File: src/rtl/i2s_pkg.sv
// rtl/i2s_pkg.sv - shared states and word-select encodings for the I2S receiver
package i2s_pkg;

  typedef enum logic [1:0] {
    UNLOCKED,
    LEFT,
    RIGHT
  } i2s_rx_state_t;

  localparam logic LR_LEFT  = 1'b0;
  localparam logic LR_RIGHT = 1'b1;

endpackage

File: src/rtl/i2s_pin_sync.sv
// rtl/i2s_pin_sync.sv - pin synchronizers plus sclk edge detect for the I2S receiver
module i2s_pin_sync
  import i2s_pkg::*;
#(
  parameter int SYNC_FF = 2
) (
  input  logic clk,
  input  logic reset,
  input  logic sclk_in,
  input  logic lrclk_in,
  input  logic sd_in,
  output logic sclk_rise,
  output logic lrclk_s,
  output logic sd_s
);

  logic [SYNC_FF-1:0] sclk_sync_q, sclk_sync_d;
  logic [SYNC_FF-1:0] lrclk_sync_q, lrclk_sync_d;
  logic [SYNC_FF-1:0] sd_sync_q, sd_sync_d;
  logic               sclk_hist_q, sclk_hist_d;

  always_comb begin
    sclk_sync_d  = {sclk_sync_q[SYNC_FF-2:0], sclk_in};
    lrclk_sync_d = {lrclk_sync_q[SYNC_FF-2:0], lrclk_in};
    sd_sync_d    = {sd_sync_q[SYNC_FF-2:0], sd_in};
    sclk_hist_d  = sclk_sync_q[SYNC_FF-1];
  end

  always_ff @(posedge clk) begin
    if (reset) begin
      sclk_sync_q  <= '0;
      lrclk_sync_q <= '0;
      sd_sync_q    <= '0;
      sclk_hist_q  <= 1'b0;
    end else begin
      sclk_sync_q  <= sclk_sync_d;
      lrclk_sync_q <= lrclk_sync_d;
      sd_sync_q    <= sd_sync_d;
      sclk_hist_q  <= sclk_hist_d;
    end
  end

  // lrclk and sd come from the same stage as the sclk edge so all three see equal skew
  assign sclk_rise = sclk_sync_q[SYNC_FF-1] & ~sclk_hist_q;
  assign lrclk_s   = lrclk_sync_q[SYNC_FF-1];
  assign sd_s      = sd_sync_q[SYNC_FF-1];

endmodule

File: src/rtl/i2s_rx.sv
// rtl/i2s_rx.sv - oversampling Philips I2S receiver delivering stereo sample pairs
module i2s_rx
  import i2s_pkg::*;
#(
  parameter int DATA_BIT    = 16,
  parameter int SYNC_FF     = 2,
  parameter int TIMEOUT_CYC = 256
) (
  input  logic                clk,
  input  logic                reset,
  input  logic                rx_sclk,
  input  logic                rx_lrclk,
  input  logic                rx_sd,
  output logic [DATA_BIT-1:0] audio_l,
  output logic [DATA_BIT-1:0] audio_r,
  output logic                valid,
  output logic                locked,
  output logic                frame_err
);

  localparam int CW = $clog2(DATA_BIT + 1);
  localparam int TW = $clog2(TIMEOUT_CYC + 1);

  logic sclk_rise, lrclk_s, sd_s;

  i2s_pin_sync #(.SYNC_FF(SYNC_FF)) u_pin_sync (
    .clk      (clk),
    .reset    (reset),
    .sclk_in  (rx_sclk),
    .lrclk_in (rx_lrclk),
    .sd_in    (rx_sd),
    .sclk_rise(sclk_rise),
    .lrclk_s  (lrclk_s),
    .sd_s     (sd_s)
  );

  i2s_rx_state_t       state_q, state_d;
  logic [CW-1:0]       bit_cnt_q, bit_cnt_d;
  logic [TW-1:0]       tmr_q, tmr_d;
  logic [DATA_BIT-1:0] shreg_q, shreg_d;
  logic [DATA_BIT-1:0] left_hold_q, left_hold_d;
  logic [DATA_BIT-1:0] audio_l_q, audio_l_d;
  logic [DATA_BIT-1:0] audio_r_q, audio_r_d;
  logic                lr_prev_q, lr_prev_d;
  logic                left_ok_q, left_ok_d;
  logic                valid_q, valid_d;
  logic                locked_q, locked_d;
  logic                frame_err_q, frame_err_d;
  logic                lr_chg, timeout, slot_full;

  always_comb begin
    state_d     = state_q;
    bit_cnt_d   = bit_cnt_q;
    tmr_d       = tmr_q;
    shreg_d     = shreg_q;
    left_hold_d = left_hold_q;
    audio_l_d   = audio_l_q;
    audio_r_d   = audio_r_q;
    lr_prev_d   = lr_prev_q;
    left_ok_d   = left_ok_q;
    valid_d     = 1'b0;
    frame_err_d = 1'b0;

    lr_chg    = sclk_rise && (lrclk_s != lr_prev_q);
    timeout   = !sclk_rise && (tmr_q >= TW'(TIMEOUT_CYC - 1));
    slot_full = (bit_cnt_q == CW'(DATA_BIT));

    if (sclk_rise) begin
      tmr_d     = '0;
      lr_prev_d = lrclk_s;
      if (lr_chg) begin
        bit_cnt_d = '0;
      end else if (!slot_full) begin
        bit_cnt_d = bit_cnt_q + 1'b1;
        shreg_d   = {shreg_q[DATA_BIT-2:0], sd_s};
      end
    end else if (tmr_q != TW'(TIMEOUT_CYC)) begin
      tmr_d = tmr_q + 1'b1;
    end

    if (timeout) begin
      state_d   = UNLOCKED;
      left_ok_d = 1'b0;
    end else if (lr_chg) begin
      case (state_q)
        UNLOCKED: begin
          if (lrclk_s == LR_LEFT) state_d = LEFT;
        end
        LEFT: begin
          if (lrclk_s == LR_RIGHT) begin
            if (slot_full) begin
              left_hold_d = shreg_q;
              left_ok_d   = 1'b1;
            end else begin
              frame_err_d = 1'b1;
              left_ok_d   = 1'b0;
            end
            state_d = RIGHT;
          end else begin
            frame_err_d = 1'b1;
            left_ok_d   = 1'b0;
            state_d     = UNLOCKED;
          end
        end
        RIGHT: begin
          if (lrclk_s == LR_LEFT) begin
            if (slot_full && left_ok_q) begin
              audio_l_d = left_hold_q;
              audio_r_d = shreg_q;
              valid_d   = 1'b1;
            end else if (!slot_full) begin
              frame_err_d = 1'b1;
            end
            left_ok_d = 1'b0;
            state_d   = LEFT;
          end else begin
            frame_err_d = 1'b1;
            left_ok_d   = 1'b0;
            state_d     = UNLOCKED;
          end
        end
        default: state_d = UNLOCKED;
      endcase
    end

    locked_d = (state_d != UNLOCKED);
  end

  always_ff @(posedge clk) begin
    if (reset) begin
      state_q     <= UNLOCKED;
      bit_cnt_q   <= '0;
      tmr_q       <= '0;
      shreg_q     <= '0;
      left_hold_q <= '0;
      audio_l_q   <= '0;
      audio_r_q   <= '0;
      lr_prev_q   <= 1'b0;
      left_ok_q   <= 1'b0;
      valid_q     <= 1'b0;
      locked_q    <= 1'b0;
      frame_err_q <= 1'b0;
    end else begin
      state_q     <= state_d;
      bit_cnt_q   <= bit_cnt_d;
      tmr_q       <= tmr_d;
      shreg_q     <= shreg_d;
      left_hold_q <= left_hold_d;
      audio_l_q   <= audio_l_d;
      audio_r_q   <= audio_r_d;
      lr_prev_q   <= lr_prev_d;
      left_ok_q   <= left_ok_d;
      valid_q     <= valid_d;
      locked_q    <= locked_d;
      frame_err_q <= frame_err_d;
    end
  end

  assign audio_l   = audio_l_q;
  assign audio_r   = audio_r_q;
  assign valid     = valid_q;
  assign locked    = locked_q;
  assign frame_err = frame_err_q;

endmodule

File: config.mk
export PLATFORM = sky130hd
export DESIGN_NAME = i2s_rx
export DESIGN_NICKNAME = d
export VERILOG_FILES = /design/src/rtl/i2s_pkg.sv /design/src/rtl/i2s_pin_sync.sv /design/src/rtl/i2s_rx.sv
export SDC_FILE = /design/constraint.sdc
export NUM_CORES = 1
export LEC_CHECK = 0
export ABC_AREA = 1
export CORE_ASPECT_RATIO = 0.75
export CORE_UTILIZATION = 45
export CTS_CLUSTER_DIAMETER = 150
export DETAILED_ROUTE_END_ITERATION = 10
export PLACE_DENSITY = 0.66
export RECOVER_POWER = 100
export REMOVE_ABC_BUFFERS = 1
export SETUP_SLACK_MARGIN = 0.3
export SKIP_CTS_REPAIR_TIMING = 1
export SLEW_MARGIN = 25
export SYNTH_ARGS = -nofsm -noshare
export SYNTH_HDL_FRONTEND = slang
export SYNTH_SLANG_ARGS = --single-unit
File: constraint.sdc
create_clock -name clk -period 3.23 [get_ports clk]
set_input_delay 0.646 -clock clk [delete_from_list [all_inputs] [get_ports clk]]
set_output_delay 0.646 -clock clk [all_outputs]
set_load 0.01 [all_outputs]
==> results.md <==
* Source-to-sink clock delay at the later pin of the worst-skew pair at 0.34 ns
* Final worst path period share at 0.7484
* Area growth from synthesis to final layout at 17.86%
* Final wirelength at 7.998 mm
* RSZ-0062 raised after global routing: false
* TritonCTS clock tree: built
* Number of distinct standard cells referenced by the synthesized netlist at 31
* CP Launch Type: flip-flop
* Overall routing resource usage at 0.1987
* Worst-case headroom to the max-slew limit at 0.3311
* Total via count after detailed routing at 3236
* CTS Buf Count at 9
* Critical path, cell by cell: inv_1, a21oi_2, buf_4, nand2_1, o21ai_0, nor2_1
* Met3 wire length at ~320 µm
* Diodes inserted at 0
* Power consumption at approximately 2.2 mW
* PwrDens at approximately 500 mW/mm²
* Status: complete, no violations
* Clock skew after layout at 0.008697 ns
* Required time at the worst-slack endpoint at 3.45 ns
* Synthesized cell area at 0.003831 mm²
* Synthesized netlist cell count at 516
* 1st-pass router iterations at 4
* Placed Cells at 638
* Port-buffer cells at 39
* Combinational family with the most area after synthesis: simple AND/OR/NAND/NOR gates
* Number of nets in the layout at 558
* Arrival time reported for the critical path endpoint at 2.64 ns
* Xor and xnor fraction of the mapped netlist area at 0.004572
* Highest fanout seen on the critical path at 33
* Area of the die at just under 0.009 mm²
* Critical path buffers and inverters at 2
* Leak at 1.979 nW
* HPWL Detailed at 5.229 mm
* Clock root buffer: clkbuf_16
* Clock transition at the registers of the reported paths at 0.07 ns
* Met2 WL at 3.306 mm
* Slowest cell delay on critical path at 0.62 ns
* Highest-count cells in the layout ignoring fill and taps: 117 x nor2_1, 92 x dfxtp_1, 83 x nand2_1
* Max capacitance violation total at 0
* Average cell area after synthesis at 7.425 µm²
* Arithmetic-cell share of the synthesized area counting full adders, half adders and majority gates at 0.02939
* Number of register bits inferred by synthesis at 92
* Peak supply drop at around 0.27 mV
* Number of global-route vias before repair at 2866
* Top Metal Used: met4
* Worst slew pin tran at 0.9979 ns
* Yosys warnings at 0
* Number of design rule violations left after detail routing at 0
* Most frequent standard cell in the layout excluding fill and tap cells: nor2_1
* Clock H-tree levels at 3
* Layout cells sized above 1 at 0.05829
* Iteration-0 DRC count of the detailed router at 172
* Routed via count divided by cell count at approximately 4.9
* Endpoints failing hold at 0
* # fillers at ~790
* Max Transition Viols Final at 0
* Post-route minimum period at 2.417 ns
* Routed Antenna Nets at 0
* Global route total overflow at 0
* RD Place Congestion at 0.7629
* Worst slack at placement at about 0.68 ns
* Routed metal-1 wire length at ~4.3 mm
* Share of synthesized cell area in and, or, nand and nor gates at 0.2773
* Pin count of the biggest net entering global routing at 49
* Critical path endpoint category: flip-flop
* Type of the most critical hold path: flip-flop to flip-flop
* Die Width at 108.5 µm
* Cell with the largest stage delay on the worst path: nand2_1
* Maximum frequency from static timing analysis at 0.4137 GHz
* DR WL/cell at 12.23 µm
* Starting utilization of the core area at 0.4755
* Area of the core at slightly above 0.008 mm²
* Cell row count at 28
* Layout Cells excl Fill at 654
* Number of setup violations in the final report at 0
* Number of top-level pins at 40
* Number of clock sinks seen by CTS at 92
* Crit-path leading delay family: simple AND/OR/NAND/NOR gates
* Mux share of post-synthesis cell area at 0
* Type of the setup path with the least slack: flip-flop to flip-flop
* Die height at just over 80 µm
* Number of antenna violations at the first check in global routing at 0
* Worst setup slack after layout at 0.8125 ns
* Clock Path Buffers at 2
* Share of synthesized area occupied by flip-flops and latches at 0.4807
* Post-synthesis compound-gate area fraction at 0.1208
* Summed negative setup slack over all endpoints at 0 ns
* First-pass GRT wire length at approximately 14 mm
-- sequential cells by signal, indices dropped and copies added (netlist names) --
register                 cells
lr_prev_q                    1
u_pin_sync.lrclk_sync_q      2
state_q                      2
audio_r                     16
left_ok_q                    1
left_hold_q                 16
frame_err                    1
u_pin_sync.sclk_hist_q       1
bit_cnt_q                    5
shreg_q                     16
audio_l                     16
valid                        1
locked                       1
tmr_q                        9
u_pin_sync.sd_sync_q         2
u_pin_sync.sclk_sync_q       2
-- tightest hold or removal path: stages (launching register included) --
cell and delay (ns):
dfxtp_1 0.30, inv_1 0.04, nor2_1 0.03
-- routing by layer --
| layer | track usage | vias up |
|---|---|---|
| met3 | 0.04683 | 6 |
| met1 | 0.2782 | 1470 |
| met2 | 0.3006 | 52 |
| met5 | 0 | - |
| li1 | - | 1708 |
| met4 | 0.06486 | 0 |
-- cell type report --
cell class	instances	area (µm²)	area share
well taps	105	131.4	0.02909
clock inverters	6	46.29	0.01025
clock buffers	10	229.0	0.05071
flip-flops and latches	92	1842	0.4079
repair buffers	43	429.2	0.09504
multi-input cells	348	1650	0.3655
inverters	50	187.7	0.04156
-- path summary, 6_finish.rpt --
path                                   start                       to  slack, ns  cells past startpoint
setup reg to reg  u_pin_sync.lrclk_sync_q[1]               audio_r[1]       0.81                      6
hold reg to reg      u_pin_sync.sd_sync_q[0]  u_pin_sync.sd_sync_q[1]       0.40                      2
setup / recovery  u_pin_sync.lrclk_sync_q[1]               audio_r[1]       0.81                      6
hold / removal       u_pin_sync.sd_sync_q[0]  u_pin_sync.sd_sync_q[1]       0.40                      2
-- Yosys cell counts --
master / count / share of area
a21oi_1: 46 / 0.060
a21oi_2: 1 / 0.0023
a31oi_1: 1 / 0.0016
buf_2: 12 / 0.016
buf_4: 1 / 0.0020
buf_6: 4 / 0.012
clkbuf_1: 9 / 0.0088
clkinv_1: 1 / 0.00098
dfxtp_1: 92 / 0.48
ha_1: 9 / 0.029
inv_1: 43 / 0.042
inv_2: 6 / 0.0059
nand2_1: 83 / 0.081
nand2_2: 1 / 0.0016
nand2_4: 1 / 0.0029
nand3_1: 13 / 0.017
nand3_2: 1 / 0.0026
nand3_4: 1 / 0.0046
nand4_1: 19 / 0.031
nor2_1: 117 / 0.11
nor2_2: 1 / 0.0016
nor2_4: 2 / 0.0059
nor3_1: 3 / 0.0039
nor3_2: 1 / 0.0026
nor3_4: 1 / 0.0042
nor4_1: 1 / 0.0016
o21ai_0: 7 / 0.0091
o21ai_1: 35 / 0.046
o21bai_1: 1 / 0.0020
or2_2: 1 / 0.0016
xnor2_1: 2 / 0.0046
-- per-stage QoR --
step | area (µm²) | hold WS [ns] | utilization
after global placement | 4249 | 0.3953 | 0.5273
after CTS | 4524 | 0.4056 | 0.5615
final | 4516 | 0.4028 | 0.5604
after detailed placement | 4249 | 0.3960 | 0.5273
after floorplan | 3685 | 0.3883 | -
after global routing | 4516 | 0.4205 | 0.5604
-- power breakdown --
group	switching [mW]	internal, mW
Combinational	0.0702	0.0363
Sequential	0.0152	1.15
Clock	0.437	0.527
-- cells by family (layout without fill, tap and decap cells) --
logic type,Yosys count,in the layout
AND/OR/NAND/NOR,246,246
flip-flops,92,92
AO/OA/AOI/OAI,91,91
buffers and inverters,76,109
adder cells (fa/ha/maj),9,9
XOR/XNOR,2,2
(Power assumes the default switching activity.)
